--- src/rtl/uart_pkg.sv ---
// uart_pkg: shared UART definitions (FSM encoding, defaults, frame constants).
// Parity option selected by macro UART_TX_PARITY_EN.
package uart_pkg;

  localparam int CLK_FREQ_DEF = 50_000_000;
  localparam int BAUD_DEF     = 9600;
  localparam int DATA_BITS    = 8;

`ifdef UART_TX_PARITY_EN
  localparam int FRAME_BITS = 11;
  typedef enum logic [2:0] {
    ST_IDLE, ST_START, ST_DATA, ST_PARITY, ST_STOP
  } tx_state_e;
`else
  localparam int FRAME_BITS = 10;
  typedef enum logic [1:0] {
    ST_IDLE, ST_START, ST_DATA, ST_STOP
  } tx_state_e;
`endif

  // Clock cycles per bit, truncating division.
  function automatic int calc_baud_cnt(input int clk_freq, input int baud);
    return clk_freq / baud;
  endfunction

endpackage

--- src/rtl/uart_tx_fifo.sv ---
// uart_tx_fifo: single-clock byte FIFO with first-word-fall-through read.
// Writes are refused while full, even when a read happens on the same edge.
module uart_tx_fifo #(
  parameter int DEPTH = 4,
  parameter int W     = 8
) (
  input  logic         s_clk,
  input  logic         s_rst,
  input  logic         wr_en,
  input  logic [W-1:0] wr_data,
  input  logic         rd_en,
  output logic [W-1:0] rd_data,
  output logic         full,
  output logic         empty
);

  localparam int AW = $clog2(DEPTH);
  localparam int CW = $clog2(DEPTH + 1);

  logic [W-1:0]  r_mem [DEPTH];
  logic [AW-1:0] r_wr_ptr, r_rd_ptr;
  logic [CW-1:0] r_count;
  logic          w_push, w_pop;

  assign full    = (r_count == CW'(DEPTH));
  assign empty   = (r_count == '0);
  assign w_push  = wr_en && !full;
  assign w_pop   = rd_en && !empty;
  assign rd_data = r_mem[r_rd_ptr];

  // Storage array; contents need no reset since count gates visibility.
  always_ff @(posedge s_clk) begin
    if (w_push) r_mem[r_wr_ptr] <= wr_data;
  end

  // Pointers wrap naturally (power-of-two depth); count tracks occupancy.
  always_ff @(posedge s_clk) begin
    if (s_rst) begin
      r_wr_ptr <= '0;
      r_rd_ptr <= '0;
      r_count  <= '0;
    end else begin
      if (w_push) r_wr_ptr <= r_wr_ptr + AW'(1);
      if (w_pop)  r_rd_ptr <= r_rd_ptr + AW'(1);
      case ({w_push, w_pop})
        2'b10:   r_count <= r_count + CW'(1);
        2'b01:   r_count <= r_count - CW'(1);
        default: r_count <= r_count;
      endcase
    end
  end

endmodule

--- src/rtl/uart_tx.sv ---
// uart_tx: FIFO-buffered UART transmitter, 8N1 (8E1 with UART_TX_PARITY_EN).
// Queued frames go out back-to-back with no idle gap.
module uart_tx
  import uart_pkg::*;
#(
  parameter int CLK_FREQ   = CLK_FREQ_DEF,
  parameter int BAUD       = BAUD_DEF,
  parameter int FIFO_DEPTH = 4
) (
  input  logic       s_clk,
  input  logic       s_rst,
  input  logic [7:0] tx_data,
  input  logic       tx_flag,
  output logic       data_out,
  output logic       tx_busy,
  output logic       tx_full,
  output logic       tx_ovf
);

  localparam int BAUD_CNT = calc_baud_cnt(CLK_FREQ, BAUD);
  localparam int BCW      = (BAUD_CNT > 1) ? $clog2(BAUD_CNT) : 1;
  localparam logic [BCW-1:0] BC_LAST  = BCW'(BAUD_CNT - 1);
  localparam logic [3:0]     BIT_LAST = 4'(DATA_BITS - 1);

  tx_state_e      r_state, w_state_nxt;
  logic [BCW-1:0] r_baud, w_baud_nxt;
  logic [3:0]     r_bit, w_bit_nxt;
  logic [7:0]     r_shift, w_shift_nxt;
  logic           r_data_out, w_out_nxt;
  logic           r_ovf;
  logic           w_pop, w_empty, w_full, w_bit_end;
  logic [7:0]     w_rd_data;
`ifdef UART_TX_PARITY_EN
  logic           r_par, w_par_nxt;
`endif

  uart_tx_fifo #(.DEPTH(FIFO_DEPTH), .W(8)) u_fifo (
    .s_clk   (s_clk),
    .s_rst   (s_rst),
    .wr_en   (tx_flag),
    .wr_data (tx_data),
    .rd_en   (w_pop),
    .rd_data (w_rd_data),
    .full    (w_full),
    .empty   (w_empty)
  );

  assign w_bit_end = (r_baud == BC_LAST);
  assign data_out  = r_data_out;
  assign tx_busy   = (r_state != ST_IDLE);
  assign tx_full   = w_full;
  assign tx_ovf    = r_ovf;

  // State, counters, shift register and registered line output.
  always_ff @(posedge s_clk) begin
    if (s_rst) begin
      r_state    <= ST_IDLE;
      r_baud     <= '0;
      r_bit      <= '0;
      r_shift    <= '0;
      r_data_out <= 1'b1;
      r_ovf      <= 1'b0;
    end else begin
      r_state    <= w_state_nxt;
      r_baud     <= w_baud_nxt;
      r_bit      <= w_bit_nxt;
      r_shift    <= w_shift_nxt;
      r_data_out <= w_out_nxt;
      r_ovf      <= tx_flag && w_full;
    end
  end

`ifdef UART_TX_PARITY_EN
  // Even parity latched at pop, since the shift register is consumed.
  always_ff @(posedge s_clk) begin
    if (s_rst) r_par <= 1'b0;
    else       r_par <= w_par_nxt;
  end
`endif

  // Next-state logic; the line value is derived from the next state so the
  // output register switches on the same edge as the state.
  always_comb begin
    w_state_nxt = r_state;
    w_baud_nxt  = (r_state == ST_IDLE) ? '0 : r_baud + BCW'(1);
    w_bit_nxt   = r_bit;
    w_shift_nxt = r_shift;
    w_pop       = 1'b0;
`ifdef UART_TX_PARITY_EN
    w_par_nxt   = r_par;
`endif
    case (r_state)
      ST_IDLE: begin
        if (!w_empty) begin
          w_pop       = 1'b1;
          w_state_nxt = ST_START;
          w_bit_nxt   = '0;
          w_shift_nxt = w_rd_data;
        end
      end
      ST_START: begin
        if (w_bit_end) begin
          w_state_nxt = ST_DATA;
          w_baud_nxt  = '0;
        end
      end
      ST_DATA: begin
        if (w_bit_end) begin
          w_baud_nxt  = '0;
          w_shift_nxt = r_shift >> 1;
          w_bit_nxt   = r_bit + 4'd1;
          if (r_bit == BIT_LAST) begin
            w_bit_nxt = '0;
`ifdef UART_TX_PARITY_EN
            w_state_nxt = ST_PARITY;
`else
            w_state_nxt = ST_STOP;
`endif
          end
        end
      end
`ifdef UART_TX_PARITY_EN
      ST_PARITY: begin
        if (w_bit_end) begin
          w_state_nxt = ST_STOP;
          w_baud_nxt  = '0;
        end
      end
`endif
      ST_STOP: begin
        if (w_bit_end) begin
          w_baud_nxt = '0;
          if (!w_empty) begin
            w_pop       = 1'b1;
            w_state_nxt = ST_START;
            w_shift_nxt = w_rd_data;
          end else begin
            w_state_nxt = ST_IDLE;
          end
        end
      end
      default: w_state_nxt = ST_IDLE;
    endcase
`ifdef UART_TX_PARITY_EN
    if (w_pop) w_par_nxt = ^w_rd_data;
`endif
  end

  // Line value for the upcoming state.
  always_comb begin
    w_out_nxt = 1'b1;
    case (w_state_nxt)
      ST_START:  w_out_nxt = 1'b0;
      ST_DATA:   w_out_nxt = w_shift_nxt[0];
`ifdef UART_TX_PARITY_EN
      ST_PARITY: w_out_nxt = r_par;
`endif
      default:   w_out_nxt = 1'b1;
    endcase
`ifdef UART_TX_PARITY_EN
    if (w_state_nxt == ST_PARITY && r_state != ST_PARITY) w_out_nxt = w_par_nxt;
`endif
  end

endmodule
--- config.mk ---
export PLATFORM = sky130hd
export DESIGN_NAME = uart_tx
export DESIGN_NICKNAME = d
export VERILOG_FILES = /design/src/rtl/uart_pkg.sv /design/src/rtl/uart_tx_fifo.sv /design/src/rtl/uart_tx.sv
export SDC_FILE = /design/constraint.sdc
export NUM_CORES = 1
export LEC_CHECK = 0
export ABC_CLOCK_PERIOD_IN_PS = 4050
export BUFFER_PORTS_ARGS = -buffer_cell sky130_fd_sc_hd__clkbuf_2
export CORE_MARGIN = 4
export CORE_UTILIZATION = 40
export DETAILED_ROUTE_END_ITERATION = 10
export PLACE_DENSITY = 0.57
export SETUP_SLACK_MARGIN = 0.1
export SYNTH_ARGS = -nofsm -noshare
export SYNTH_HDL_FRONTEND = slang
export SYNTH_SLANG_ARGS = --single-unit
--- constraint.sdc ---
create_clock -name s_clk -period 4.05 [get_ports s_clk]
set_input_delay 0.81 -clock s_clk [delete_from_list [all_inputs] [get_ports s_clk]]
set_output_delay 0.81 -clock s_clk [all_outputs]
set_load 0.03 [all_outputs]
After elaboration in Yosys (flattened, before gate mapping)

Memories as Yosys holds them, arrays and structs flattened. A register that Yosys moved wholly into a read port is not among the register bits.
Cells that the tools add are included.

Bits in registers: 36
RAM bits: 32
Input bits: 11
Word-level logic and storage cells: 71
Memories kept: 1

Memories:

| name         | words | width | read ports | clocked after memory_dff | write ports | RTL line           | text |
|---|---|---|---|---|---|---|---|
| u_fifo.r_mem | 4     | 8     | 1          | 1                        | 1           | uart_tx_fifo.sv:20 | `logic [W-1:0] r_mem [DEPTH];` |

Add/subtract/negate cells: 6
Equal/unequal tests: 13
Muxes and demuxes: 27
Reduce and logical (&&, ||, !) cells: 14

Operators by type and width:

| operator              | number |
|---|---|
| $mux 13               | 3 |
| $mux 8                | 3 |
| $pmux 8 s3            | 1 |
| $mux 2                | 7 |
| $add 13x1->13 const B | 1 |
| $eq 13x13->1 const B  | 1 |
| $mux 4                | 3 |
| $eq 2x2->1 const B    | 4 |
| $pmux 2 s4            | 1 |
| $pmux 4 s2            | 1 |
| $eq 2x1->1 const B    | 3 |
| $ne 2x2->1 const B    | 3 |
| $pmux 3 s2            | 1 |
| $reduce_and 3->1      | 2 |
| $reduce_bool 2->1     | 3 |
| $mux 1                | 5 |
| $add 2x1->2 const B   | 2 |
| $add 4x1->4 const B   | 1 |
| $eq 4x3->1 const B    | 1 |
| $pmux 1 s2            | 2 |
| $add 3x1->3 const B   | 1 |
| $eq 3x3->1 const B    | 1 |
| $logic_and 1x1->1     | 3 |
| $logic_not 3->1       | 1 |
| other kinds (5)       | 6 |

Logic depth before layout (Yosys ltp)

Gate-level depths: netlist (run 1).

Depth in word-level cells: 7
Gate-level depth with buffers: 11

Cells and area by module

From an unflattened synthesis (run 1), not the netlist that was laid out.

Cell total of the unflattened synthesis: 267
Area total of the unflattened synthesis: 3186.8 um2

By module, submodules not included:

| module       | instances | cells each | area each (um2) |
|---|---|---|---|
| uart_tx_fifo | 1         | 96         | 1635.3 |
| uart_tx      | 1         | 171        | 1551.5 |

Least setup slack after synthesis (run 1)

No wires, ideal clock.

Kind: register to register
From: register r_state[1]
To: register u_fifo.r_count[2]
Library setup time: 0.070 ns
Data arrival time: 2.648 ns
Required time: 3.980 ns
Slack: 1.332 ns
Cell stages (with the launch flop): 12
Buffers on the path: 1
Cells stage by stage: dfxtp_1 > ha_1 > and4b_1 > a41oi_1 > buf_2 > nor3_1 > ha_1 > inv_1 > fa_1 > xor2_1 > or3_1 > a21oi_1

Longest elaborated chain between the ends: 5
Elaborated cells between the ends (all ways): 8

RTL lines:

| element                                                | RTL line           | text |
|---|---|---|
| from (decl)                                            | uart_tx.sv:25      | `tx_state_e r_state, w_state_nxt;` |
| from (signal assigned)                                 | uart_tx.sv:64      | `r_state <= w_state_nxt;` |
| $eq 2x2->1 / $logic_not 2->1 (equally long branches)   | uart_tx.sv:92      | `case (r_state)` |
| $pmux 1 s2 (*)                                         | uart_tx.sv:92      |  |
| $logic_and 1x1->1 (*)                                  | uart_tx_fifo.sv:28 | `assign w_pop = rd_en && !empty;` |
| via u_fifo.w_pop                                       | uart_tx_fifo.sv:23 | `logic w_push, w_pop;` |
| $eq 2x1->1 / $eq 2x2->1 (equally long branches)        | uart_tx_fifo.sv:45 | `case ({w_push, w_pop})` |
| $pmux 3 s2 / $reduce_bool 2->1 (equally long branches) | -                  |  |
| to (signal assigned)                                   | uart_tx_fifo.sv:46 | `2'b10: r_count <= r_count + CW'(1);` |
| to (signal assigned)                                   | uart_tx_fifo.sv:47 | `2'b01: r_count <= r_count - CW'(1);` |
| to (signal assigned)                                   | uart_tx_fifo.sv:48 | `default: r_count <= r_count;` |
| to (decl)                                              | uart_tx_fifo.sv:22 | `logic [CW-1:0] r_count;` |

Mark *: on every way through the listed nets, which the timed path passes. The rest lies on a longest branch.
A chain may end at the register's enable or synchronous reset.

Final worst setup path (run 1)

Same ends and word-level chain as after synthesis.

==> impl_metrics.json, run 1 <==
{
  "status": "complete, no violations",
  "crit_path_top_delay_cell": "dfxtp_1",
  "drt_iter0_markers": 88,
  "cp-start-kind": "register",
  "fp.coreArea_um2": 7770,
  "critPathBufInv": 2,
  "rows": 32,
  "cts-htree-levels": 3,
  "yosys-top-cells-count": "nor2_1, dfxtp_1, edfxtp_1",
  "cts_sinks": 70,
  "worst_pin_slew_ns": 0.727,
  "vias_per_cell": 5.19,
  "cts_resized": 0,
  "syn-num-nets": 310,
  "dieArea_um2": 9570,
  "grt_max_degree": 19,
  "start_util": 0.416,
  "clk_pin_slew_ns": 0.08,
  "grt_pass1_wl_mm": 10.1,
  "period_minus_slack_ns": 2.97,
  "fmax_mhz": 337,
  "grt-ovfl-total": 0,
  "max_stage_delay_ns": 0.47,
  "leakagePower_nw": 1.33,
  "yosys_warnings": 0,
  "drv_slew": 0,
  "crit_type": "register to register",
  "synth.top_cell.area_share": 0.298,
  "hold_violations": 0,
  "diodes": 0,
  "drtAntennaViolNets": 0,
  "multiInputGateArea_um2": 1410,
  "min_period_over_period": 0.733,
  "cp.required_ns": 4.32,
  "synth_most_common_cell": "nor2_1",
  "fin_setup_tns_ns": 0,
  "fillers": 742,
  "synth-edff-count": 32,
  "routed-via-count": 2122,
  "die_x_um": 97.8,
  "cp_top_family": "adder cells",
  "ys_seq_area_frac": 0.533,
  "crit_chain": "ha_1 -> and4b_1 -> a41oi_1 -> buf_4 -> nor3_1 -> ha_1 -> inv_1 -> fa_1 -> xor2_1 -> or3_1 -> a21oi_1",
  "rsz0062_at_grt": "no",
  "cpMostUsedCell": "ha_1",
  "gp_congestion": 0.701,
  "seqCellArea_um2": 1720,
  "hold_class": "register to register",
  "critPathArrivalTime_ns": 3.24,
  "ys.flop_type": "dfxtp_1",
  "syn_to_final_growth_pct": 11.6,
  "io_buffers": 14,
  "max-slew-margin-rel": 0.502,
  "clockRootBuffer": "clkbuf_8",
  "cp-end-kind": "register",
  "wl_mm": 5.88,
  "ios": 15,
  "pre_cts_ws_ns": 1.11,
  "clk_latency_ns": 0.34,
  "synth_area_um2": 3230,
  "yosys.area.top_type": "edfxtp_1",
  "dp_hpwl_mm": 4.08,
  "fin_ws_ns": 1.08,
  "max-clock-path-buffers": 2,
  "synth_cell_types": 49,
  "die_height_um": 97.8,
  "holdBufCountCts": 0,
  "post_cts_buffers": 0,
  "nNetsFinal": 327,
  "p_per_area_nw_per_um2": 603,
  "vdd_drop_max_mv": 0.283,
  "synth.area.top_cells": "edfxtp_1, dfxtp_1, mux4_2",
  "wl_per_cell_um": 14.4,
  "syn_inst": 285,
  "cap_violations": 0,
  "first_global_vias": 2099,
  "fin_skew_ns": 0.00691,
  "antenna_found_initial": 0,
  "drt_pass1_iterations": 4,
  "drive_above_1_share": 0.166,
  "numCtsBuffers": 9,
  "worstPathMaxFanout": 11,
  "async_flop_share": 0,
  "track_usage": 0.131,
  "drc_errors": 0,
  "setup_viol": 0,
  "ys_ff_latch": 70,
  "synth.avg_cell_area_um2": 11.3,
  "cts_tree": "yes"
}
==> layout make-up <==
type	count	area share
inverters	14	0.0146
multi-input cells	191	0.390
repair buffers	16	0.0236
clock inverters	7	0.0240
flip-flops and latches	70	0.478
clock buffers	9	0.0344
well taps	102	0.0354
==> worst paths after layout <==
kind / from / end / slack (ns) / cells past startpoint
worst max-delay path: r_state[1] / u_fifo.r_count[2] / 1.08 / 11
worst min-delay path: r_baud[0] / r_baud[0] / 0.46 / 1
worst max register to register: r_state[1] / u_fifo.r_count[2] / 1.08 / 11
worst min register to register: r_baud[0] / r_baud[0] / 0.46 / 1
==> flip-flops by register name (all words and copies together), names as in the netlist, named ones only <==
name	count
data_out	1
r_baud	13
r_bit	4
r_shift	8
r_state	2
tx_ovf	1
u_fifo.r_count	3
u_fifo.r_mem	32
u_fifo.r_rd_ptr	2
u_fifo.r_wr_ptr	2
==> report_power, final <==
part / internal (mW) / total [mW] / switching (mW)
sequential: 0.844 / 0.914 / 0.0707
combinational: 0.276 / 0.664 / 0.389
clock: 0.299 / 0.595 / 0.296
==> logic make-up (layout without fill, tap and decap cells) <==
group,after synthesis,after routing,synth area share
buffers and inverters,24,46,0.0314
and+or+nand+nor,111,111,0.179
muxes,12,12,0.0686
xor gates and xnor gates,16,16,0.0434
adders and majority gates,14,14,0.0566
DFF,70,70,0.533
AOI/OAI and AO/OA,38,38,0.0876
==> placed cells by master (no fill, tap or decap), types with 7 or more instances in the layout <==
cell       n
nand3_1    7
dfxtp_1   38
clkbuf_2  14
clkbuf_8   9
inv_1     14
edfxtp_1  32
nand2_1   19
xnor2_1    8
and3_1    10
ha_1      13
a21oi_1    8
xor2_1     8
nor2_1    42
nor3_1     9
mux4_2     8
==> worst register-to-register path, stage by stage (launching register included) <==
cell	delay, ns
dfxtp_1	0.47
ha_1	0.30
and4b_1	0.22
a41oi_1	0.12
buf_4	0.21
nor3_1	0.31
ha_1	0.25
inv_1	0.06
fa_1	0.37
xor2_1	0.16
or3_1	0.30
a21oi_1	0.14
==> metal layers <==
metal,share of wire,vias up,global-route usage
met5,0,-,0
met4,0.011,0,0.0479
met3,0.038,6,0.0364
met2,0.47,32,0.209
met1,0.48,1023,0.170
li1,-,1061,-
==> metrics by stage <==
stage	power (mW)	std cells	utilization	hold WS [ns]	area, um^2
6_report	2.17	409	0.464	0.465	3600
5_1_grt	2.33	409	0.464	0.494	3600
4_1_cts	2.19	409	0.464	0.467	3600
3_5_place_dp	1.60	393	0.437	0.448	3390
3_3_place_gp	1.59	393	0.437	0.445	3390
2_1_floorplan	1.43	285	-	0.430	3230
(Power assumes the default switching activity.)
==> run 2, diff against run 1 <==
ABC_CLOCK_PERIOD_IN_PS = 2700   (was 4050)
PLACE_DENSITY = 0.59   (was 0.57)
clock period = 2.7 ns   (was 4.05 ns; I/O delays follow)
==> impl_metrics.json, run 2 (synthesis gave the netlist of run 1 again) <==
{
  "top_register": "u_fifo.r_mem",
  "met1_length_mm": 2.86,
  "grt-ovfl-total": 0,
  "drv_slew": 0,
  "rows": 32,
  "hold_class": "input port to register",
  "rsz0062_at_grt": "no",
  "dp_hpwl_mm": 4.19,
  "fmax_mhz": 403,
  "max-clock-path-buffers": 2,
  "gp_congestion": 0.729,
  "cts-htree-levels": 3,
  "worst_pin_slew_ns": 0.546,
  "clk_latency_ns": 0.34,
  "die_height_um": 97.8,
  "ios": 15,
  "p_per_area_nw_per_um2": 866,
  "crit_type": "register to register",
  "cts_sinks": 70,
  "hold_violations": 0,
  "track_usage": 0.133,
  "crit_path_top_delay_cell": "dfxtp_2",
  "place_area_um2": 3450,
  "syn_to_final_growth_pct": 14.2,
  "holdBufCountCts": 0,
  "cpMostUsedCell": "ha_2",
  "wl_met3_um": 209,
  "drt_iter0_markers": 73,
  "drtAntennaViolNets": 0,
  "largest_reg_flops": 32,
  "max-slew-margin-rel": 0.636,
  "worstPathMaxFanout": 4,
  "cp.required_ns": 2.96,
  "fillers": 740,
  "antenna_found_initial": 0,
  "wl_met2_mm": 2.89,
  "vdd_drop_max_mv": 0.364,
  "fin_skew_ns": 0.0120,
  "nNetsFinal": 338,
  "setup_viol": 0,
  "cp-start-kind": "register",
  "routed-via-count": 2195,
  "grt_pass1_wl_mm": 10.3,
  "diodes": 0,
  "period_minus_slack_ns": 2.48,
  "start_util": 0.416,
  "critPathBufInv": 1,
  "cp_top_family": "simple AND/OR/NAND/NOR gates",
  "numCtsBuffers": 9,
  "wl_per_cell_um": 14.4,
  "drive_above_1_share": 0.226,
  "fin_setup_tns_ns": 0,
  "drt_pass1_iterations": 4,
  "utilization": 0.475,
  "first_global_vias": 2113,
  "final_common_cell": "nor2_1",
  "cp-end-kind": "register",
  "clockRootBuffer": "clkbuf_8",
  "clk_pin_slew_ns": 0.08,
  "crit_chain": "ha_2 -> and4bb_2 -> a41oi_2 -> nor3_2 -> ha_2 -> inv_1 -> fa_2 -> xor2_1 -> or3_1 -> a21oi_1",
  "vias_per_cell": 5.23,
  "grt_max_degree": 19,
  "final_cell_mix": "nor2_1, dfxtp_1, edfxtp_1",
  "critPathArrivalTime_ns": 2.74,
  "stdcell_area_um2": 3690,
  "cap_violations": 0,
  "status": "complete, no violations",
  "drc_errors": 0,
  "reg_top3": "u_fifo.r_mem (32), r_baud (13), r_shift (8)",
  "dieArea_um2": 9570,
  "max_stage_delay_ns": 0.35,
  "cts_tree": "yes",
  "min_period_over_period": 0.918,
  "highest_layer": "met4",
  "wl_mm": 6.03,
  "die_x_um": 97.8,
  "leakagePower_nw": 1.38,
  "io_buffers": 14,
  "fp.coreArea_um2": 7770
}
==> run 2: what timing repair did <==
item | in CTS | in global routing
pin swaps | 2 | 3
buffers inserted | 1 | 4
endpoints found under the hold margin | 0 | 0
gates resized for setup | 3 | 5
setup endpoints to repair | 1 | 1
==> run 2: worst paths after layout <==
kind / from / to / slack [ns] / cells past startpoint
max: r_baud[0] / u_fifo.r_count[2] / 0.22 / 10
min: tx_data[3] / u_fifo.r_mem[3][3] / 0.42 / 1
max reg2reg: r_baud[0] / u_fifo.r_count[2] / 0.22 / 10
min reg2reg: r_shift[3] / r_shift[2] / 0.49 / 2
==> run 2: power breakdown <==
part,internal (mW),total [mW],switching (mW),leakage [nW]
registers,1.27,1.37,0.0984,0.605
logic,0.457,1.06,0.605,0.681
clock network,0.343,0.764,0.421,0.0902
total,2.07,3.19,1.12,1.38
==> run 2: layer usage <==
layer,GRT usage,vias up
li1,-,1095
met1,0.172,1055
met2,0.211,41
met3,0.0407,4
met4,0.0511,0
met5,0,-
==> run 2: per-stage QoR <==
step | setup slack [ns] | instances | power (mW) | hold WS, ns
6_report | 0.221 | 420 | 3.19 | 0.418
5_1_grt | 0.105 | 420 | 3.42 | 0.394
4_1_cts | 0.118 | 416 | 3.21 | 0.399
3_5_place_dp | 0.0969 | 399 | 2.42 | 0.447
3_3_place_gp | 0.162 | 399 | 2.40 | 0.448
2_1_floorplan | 0.116 | 285 | 2.16 | 0.430
==> run 2: area by class of cell <==
class | instances | area, um^2 | share of cell area
well taps | 102 | 128 | 0.0346
flip-flops and latches | 70 | 1730 | 0.470
inverters | 14 | 52.6 | 0.0143
multi-input cells | 191 | 1430 | 0.387
clock buffers | 9 | 124 | 0.0336
repair buffers | 27 | 168 | 0.0455
clock inverters | 7 | 56.3 | 0.0153
